--- src/rtl/fft_seq_pkg.sv ---
// fft_seq_pkg: shared types for the SDF stage sequencer. Rev 1.0
`default_nettype none

package fft_seq_pkg;

  typedef enum logic [1:0] {ST_IDLE, ST_FILL, ST_BFLY, ST_DRAIN} seq_st_e;
  typedef enum logic {SEL_SUM, SEL_DIFF} dout_sel_e;

  localparam int STAT_W = 16;

  function automatic logic [STAT_W-1:0] sat_inc(input logic [STAT_W-1:0] v);
    return (&v) ? v : v + 1'b1;
  endfunction

endpackage

`default_nettype wire

--- src/rtl/fft_sdf_stage_seq_dly.sv ---
// ctrl_dly_line: LAT-deep {valid, sel, done} delay line, sync clear, async reset. Rev 1.0
`default_nettype none

module ctrl_dly_line #(
  parameter int LAT = 2
) (
  input  logic clk,
  input  logic rstn,
  input  logic clr,
  input  logic in_valid,
  input  logic in_sel,
  input  logic in_done,
  output logic out_valid,
  output logic out_sel,
  output logic out_done
);

  generate
    if (LAT == 0) begin : g_bypass
      assign {out_valid, out_sel, out_done} = {in_valid, in_sel, in_done};
    end else begin : g_pipe
      logic [2:0] stg [LAT];

      always_ff @(posedge clk or negedge rstn) begin
        if (!rstn) begin
          for (int i = 0; i < LAT; i++) stg[i] <= '0;
        end else if (clr) begin
          for (int i = 0; i < LAT; i++) stg[i] <= '0;
        end else begin
          stg[0] <= {in_valid, in_sel, in_done};
          for (int i = 1; i < LAT; i++) stg[i] <= stg[i-1];
        end
      end

      assign {out_valid, out_sel, out_done} = stg[LAT-1];
    end
  endgenerate

endmodule

`default_nettype wire

--- src/rtl/fft_sdf_stage_seq.sv ---
// fft_sdf_stage_seq: radix-2 SDF stage sequencer; FFT_SEQ_STAT_EN adds frame/stall counters. Rev 1.0
`default_nettype none

module fft_sdf_stage_seq
  import fft_seq_pkg::*;
#(
  parameter int N_BLK    = 32,
  parameter int PIPE_LAT = 2,
  parameter int CNT_W    = $clog2(N_BLK)
) (
  input  logic             clk,
  input  logic             rstn,
  input  logic             flush,
  input  logic             din_valid,
  output logic             din_ready,
  output logic             buf_wr_en,
  output logic             buf_rd_en,
  output logic             bf_en,
  output logic             tw_en,
  output logic [CNT_W-2:0] tw_idx,
  output logic             dout_valid,
  output logic             dout_sel,
  output logic             frame_done
`ifdef FFT_SEQ_STAT_EN
  ,
  output logic [STAT_W-1:0] frm_cnt,
  output logic [STAT_W-1:0] stall_cnt
`endif
);

  localparam logic [CNT_W-1:0] H_M1 = CNT_W'(N_BLK/2 - 1);
  localparam logic [CNT_W-1:0] LAST = CNT_W'(N_BLK - 1);

  seq_st_e          state, state_nx;
  logic [CNT_W-1:0] blk, blk_nx;
  logic             accept;
  logic             iss_valid, iss_done;
  dout_sel_e        iss_sel;

  assign din_ready = (state != ST_DRAIN) && !flush;
  assign accept    = din_valid && din_ready;
  assign tw_idx    = tw_en ? blk[CNT_W-2:0] : '0;

  always_ff @(posedge clk or negedge rstn) begin
    if (!rstn) begin
      state <= ST_IDLE;
      blk   <= '0;
    end else if (flush) begin
      state <= ST_IDLE;
      blk   <= '0;
    end else begin
      state <= state_nx;
      blk   <= blk_nx;
    end
  end

  always_comb begin
    state_nx  = state;
    blk_nx    = blk;
    buf_wr_en = 1'b0;
    buf_rd_en = 1'b0;
    bf_en     = 1'b0;
    tw_en     = 1'b0;
    iss_valid = 1'b0;
    iss_sel   = SEL_SUM;
    iss_done  = 1'b0;
    case (state)
      ST_IDLE: if (accept) begin
        buf_wr_en = 1'b1;
        blk_nx    = CNT_W'(1);
        state_nx  = ST_FILL;
      end
      ST_FILL: if (accept) begin
        buf_wr_en = 1'b1;
        blk_nx    = blk + 1'b1;
        if (blk == H_M1) state_nx = ST_BFLY;
      end
      ST_BFLY: if (accept) begin
        // Current block pairs with the buffered one; the difference goes back into the buffer.
        bf_en     = 1'b1;
        buf_rd_en = 1'b1;
        buf_wr_en = 1'b1;
        iss_valid = 1'b1;
        blk_nx    = blk + 1'b1;
        if (blk == LAST) begin
          state_nx = ST_DRAIN;
          blk_nx   = '0;
        end
      end
      ST_DRAIN: if (!flush) begin
        buf_rd_en = 1'b1;
        tw_en     = 1'b1;
        iss_valid = 1'b1;
        iss_sel   = SEL_DIFF;
        blk_nx    = blk + 1'b1;
        if (blk == H_M1) begin
          iss_done = 1'b1;
          state_nx = ST_IDLE;
          blk_nx   = '0;
        end
      end
      default: begin
        state_nx = ST_IDLE;
        blk_nx   = '0;
      end
    endcase
  end

  ctrl_dly_line #(.LAT(PIPE_LAT)) u_dly (
    .clk      (clk),
    .rstn     (rstn),
    .clr      (flush),
    .in_valid (iss_valid),
    .in_sel   (iss_sel),
    .in_done  (iss_done),
    .out_valid(dout_valid),
    .out_sel  (dout_sel),
    .out_done (frame_done)
  );

`ifdef FFT_SEQ_STAT_EN
  // Statistics survive flush; only reset clears them.
  always_ff @(posedge clk or negedge rstn) begin
    if (!rstn) begin
      frm_cnt   <= '0;
      stall_cnt <= '0;
    end else begin
      if (frame_done) frm_cnt <= sat_inc(frm_cnt);
      if ((state == ST_FILL || state == ST_BFLY) && !din_valid)
        stall_cnt <= sat_inc(stall_cnt);
    end
  end
`endif

endmodule

`default_nettype wire

--- config.mk ---
export PLATFORM = sky130hd
export DESIGN_NAME = fft_sdf_stage_seq
export DESIGN_NICKNAME = d
export VERILOG_FILES = /design/src/rtl/fft_seq_pkg.sv /design/src/rtl/fft_sdf_stage_seq_dly.sv /design/src/rtl/fft_sdf_stage_seq.sv
export SDC_FILE = /design/constraint.sdc
export NUM_CORES = 1
export LEC_CHECK = 0
export CAP_MARGIN = 20
export CORE_MARGIN = 5
export CORE_UTILIZATION = 40
export CTS_BUF_LIST = sky130_fd_sc_hd__clkbuf_4
export DETAILED_ROUTE_END_ITERATION = 8
export GPL_TIMING_DRIVEN = 0
export PLACE_DENSITY = 0.76
export SYNTH_ARGS = -nofsm -noshare
export SYNTH_HDL_FRONTEND = slang
export SYNTH_SLANG_ARGS = --single-unit
export TNS_END_PERCENT = 30
--- constraint.sdc ---
create_clock -name clk -period 4.4 [get_ports clk]
set_input_delay 0.88 -clock clk [delete_from_list [all_inputs] [get_ports clk]]
set_output_delay 0.88 -clock clk [all_outputs]
set_load 0.005 [all_outputs]
==> reports/summary.txt <==
Status - completed
Worst EP arrival - 2.58 ns
Yosys warning total - 0
Worst-path cell chain - clkdlybuf4s50_1 -> buf_4 -> nor2b_1 -> and2_1 -> clkdlybuf4s50_1
P_leak - 0.473 nW
Pin count of the biggest net entering global routing - 14
Worst-Skew Late Latency - 0.28 ns
FILL cells - 175
RSZ-0062 raised after global routing - no
Final period util - 78.6%
CTS max path bufs - 2
Synth area leaders - dfrtp_1, ha_1, and2_1
CP max-delay cell - clkdlybuf4s50_1
Number of distinct library cells after synthesis - 32
Routed Antenna Nets - 0
Min Hold Slack - 0.466 ns
Drt first pass iters - 4
Syn nets - 91
Vias - 654
Crit path largest cell delay - 0.50 ns
Peak supply drop - 336 µV
Clock transition at path regs - 0.07 ns
Starting DRT DRC Count - 10
Total CTS buffers - 3
Final Slew Violations - 0
Top-area cell type share of the netlist area - 40.6%
Hold/Removal Path Class - flip-flop to flip-flop
Fmax - 0.289 GHz
TritonCTS clock tree - built
Drt drc - 0
Synth Register Bits - 13
Wire per inst - 13.0 µm
Row Count - 16
Synth-to-layout area growth - 26.7%
Vias/cell - 5.19
Setup CP Type - input pin to output port
CP endpoint kind - output port
Setup TNS - 0 ns
Initial core utilization - 41.2%
CTS H-tree depth - 1
PD cells - 436 nW/µm²
Minimum clock period - 3.46 ns
# resized after CTS - 0
Layout cells sized above 1 - 14.1%
Fin nets - 111
Post-DP HPWL - 1290 µm
Clock skew - 0.0150 ns
IO Port Bufs - 15
Core ar. - 1940 µm²
N_diodes - 0
Die Area - 3000 µm²
Worst Max-Slew Pin Slew - 0.601 ns
Post-synthesis sequential area ratio - 40.6%
Die height - 54.7 µm
Die X - 54.7 µm
Crit start category - input pin
Vias in the first global route - 629
Clock root cell - clkbuf_4
Global route overflow - 0
MaxCap Viol Count - 0
CTS sink cnt - 13
Wirelength, routed - 1640 µm
Postcts setup bufs - 0
Initial antenna violation count - 0
Relative slew slack - 59.7%
Worst-path maximum fanout - 10
Setup Viol. Count Final - 0
Post-Synthesis Cells - 80
I/O pins - 16
Commonest non-fill, non-tap cell in the layout - clkdlybuf4s50_1
GRT Util Overall - 12.9%
Endpoints failing hold - 0
Hold Buf Count CTS - 0
Most frequent cells in the layout - clkdlybuf4s50_1, dfrtp_1, ha_1
Synthesized area per cell - 10.0 µm²
Synthesized area - 801 µm²
First-pass GRT wire length - 2790 µm
Most common cell on crit path - clkdlybuf4s50_1
WP data required - 3.52 ns
GP Congestion - 0.822
Dominant cell type by area after synthesis - dfrtp_1
==> metal layers <==
layer	vias to the layer above	routed length, µm	part of all wire [%]	global-route usage [%]
li1	328	-	-	-
met1	308	742	45	16.0
met2	15	795	49	21.7
met3	3	91	5.6	4.09
met4	0	8	0.49	2.49
met5	-	0	0	0
==> final timing paths <==
path | endpoint | slack (ns) | startpoint | cells past startpoint
max in group asynchronous | u_dly.out_done$_DFF_PN0_ | 3.05 | rstn | 1
worst min-delay path | u_dly.out_valid$_DFF_PN0_ | 0.47 | u_dly.g_pipe.stg[5]$_DFF_PN0_ | 1
worst max-delay path | tw_idx[0] | 0.94 | flush | 5
min in group asynchronous | blk[3]$_DFFE_PN0P_ | 0.96 | rstn | 1
worst min register to register | u_dly.out_valid$_DFF_PN0_ | 0.47 | u_dly.g_pipe.stg[5]$_DFF_PN0_ | 1
worst max register to register | state[0]$_DFFE_PN0P_ | 2.44 | state[0]$_DFFE_PN0P_ | 6
==> per-stage QoR <==
stage               setup WS (ns)  instances  cell area (µm²)  utilization [%]  power [mW]
finish                      0.941        126             1010             52.3       0.442
global route                0.766        126             1010             52.3       0.477
CTS                         0.909        126             1010             52.3       0.446
detailed placement          0.908        122              985             50.7       0.365
global placement            0.927        122              985             50.7       0.357
floorplan                    2.03         80              801                -       0.309
==> critical path: cells and delay by family <==
family        cells  cell delay, ns
buf+inv           3            1.19
simple gates      2            0.51
==> flip-flops by register name, indices dropped and copies added (netlist names) <==
register,flops
blk,5
u_dly.out_sel,1
u_dly.out_done,1
state,2
u_dly.out_valid,1
u_dly.g_pipe.stg,3
==> cells by family (layout without fill, tap and decap cells) <==
logic type | after synthesis | after routing | synth area share [%]
compound gates | 19 | 19 | 18.3
buf+inv | 4 | 23 | 2.34
flops | 13 | 13 | 40.6
fa+ha+maj | 7 | 7 | 10.9
simple gates | 37 | 37 | 27.8
==> synthesized netlist by cell type <==
library cell  number
dfrtp_1           13
ha_1               7
and2_1             6
nor2_1             6
a21oi_1            5
nand2_1            5
nor2b_1            4
inv_1              3
o21ai_0            3
nand3_1            2
nor3_2             2
o211a_1            2
o41ai_1            2
or2_2              2
a2111oi_2          1
a211o_1            1
a21o_1             1
a2bb2oi_1          1
and3_2             1
buf_4              1
nand4_1            1
nand4b_1           1
nor2b_2            1
nor3_1             1
nor3b_1            1
nor4_1             1
nor4b_1            1
o2111a_1           1
o21ba_2            1
o31ai_1            1
or2_1              1
or3_4              1
==> power by group <==
| part | internal (mW) | switching [mW] | total (mW) | leakage [nW] |
|---|---|---|---|---|
| Sequential | 0.136 | 0.0163 | 0.152 | 0.178 |
| Combinational | 0.0954 | 0.113 | 0.209 | 0.276 |
| Clock | 0.0413 | 0.0402 | 0.0815 | 0.0184 |
==> final cells by class <==
type / instances / area [µm²] / share of cell area, %
repair buffers: 15 / 150 / 14.8
clock buffers: 4 / 30.0 / 2.96
plain buffers: 1 / 7.51 / 0.740
well taps: 27 / 33.8 / 3.33
inverters: 3 / 11.3 / 1.11
flip-flops and latches: 13 / 325 / 32.1
multi-input cells: 63 / 457 / 45.0
No activity file was read; power rests on OpenSTA's default activity.
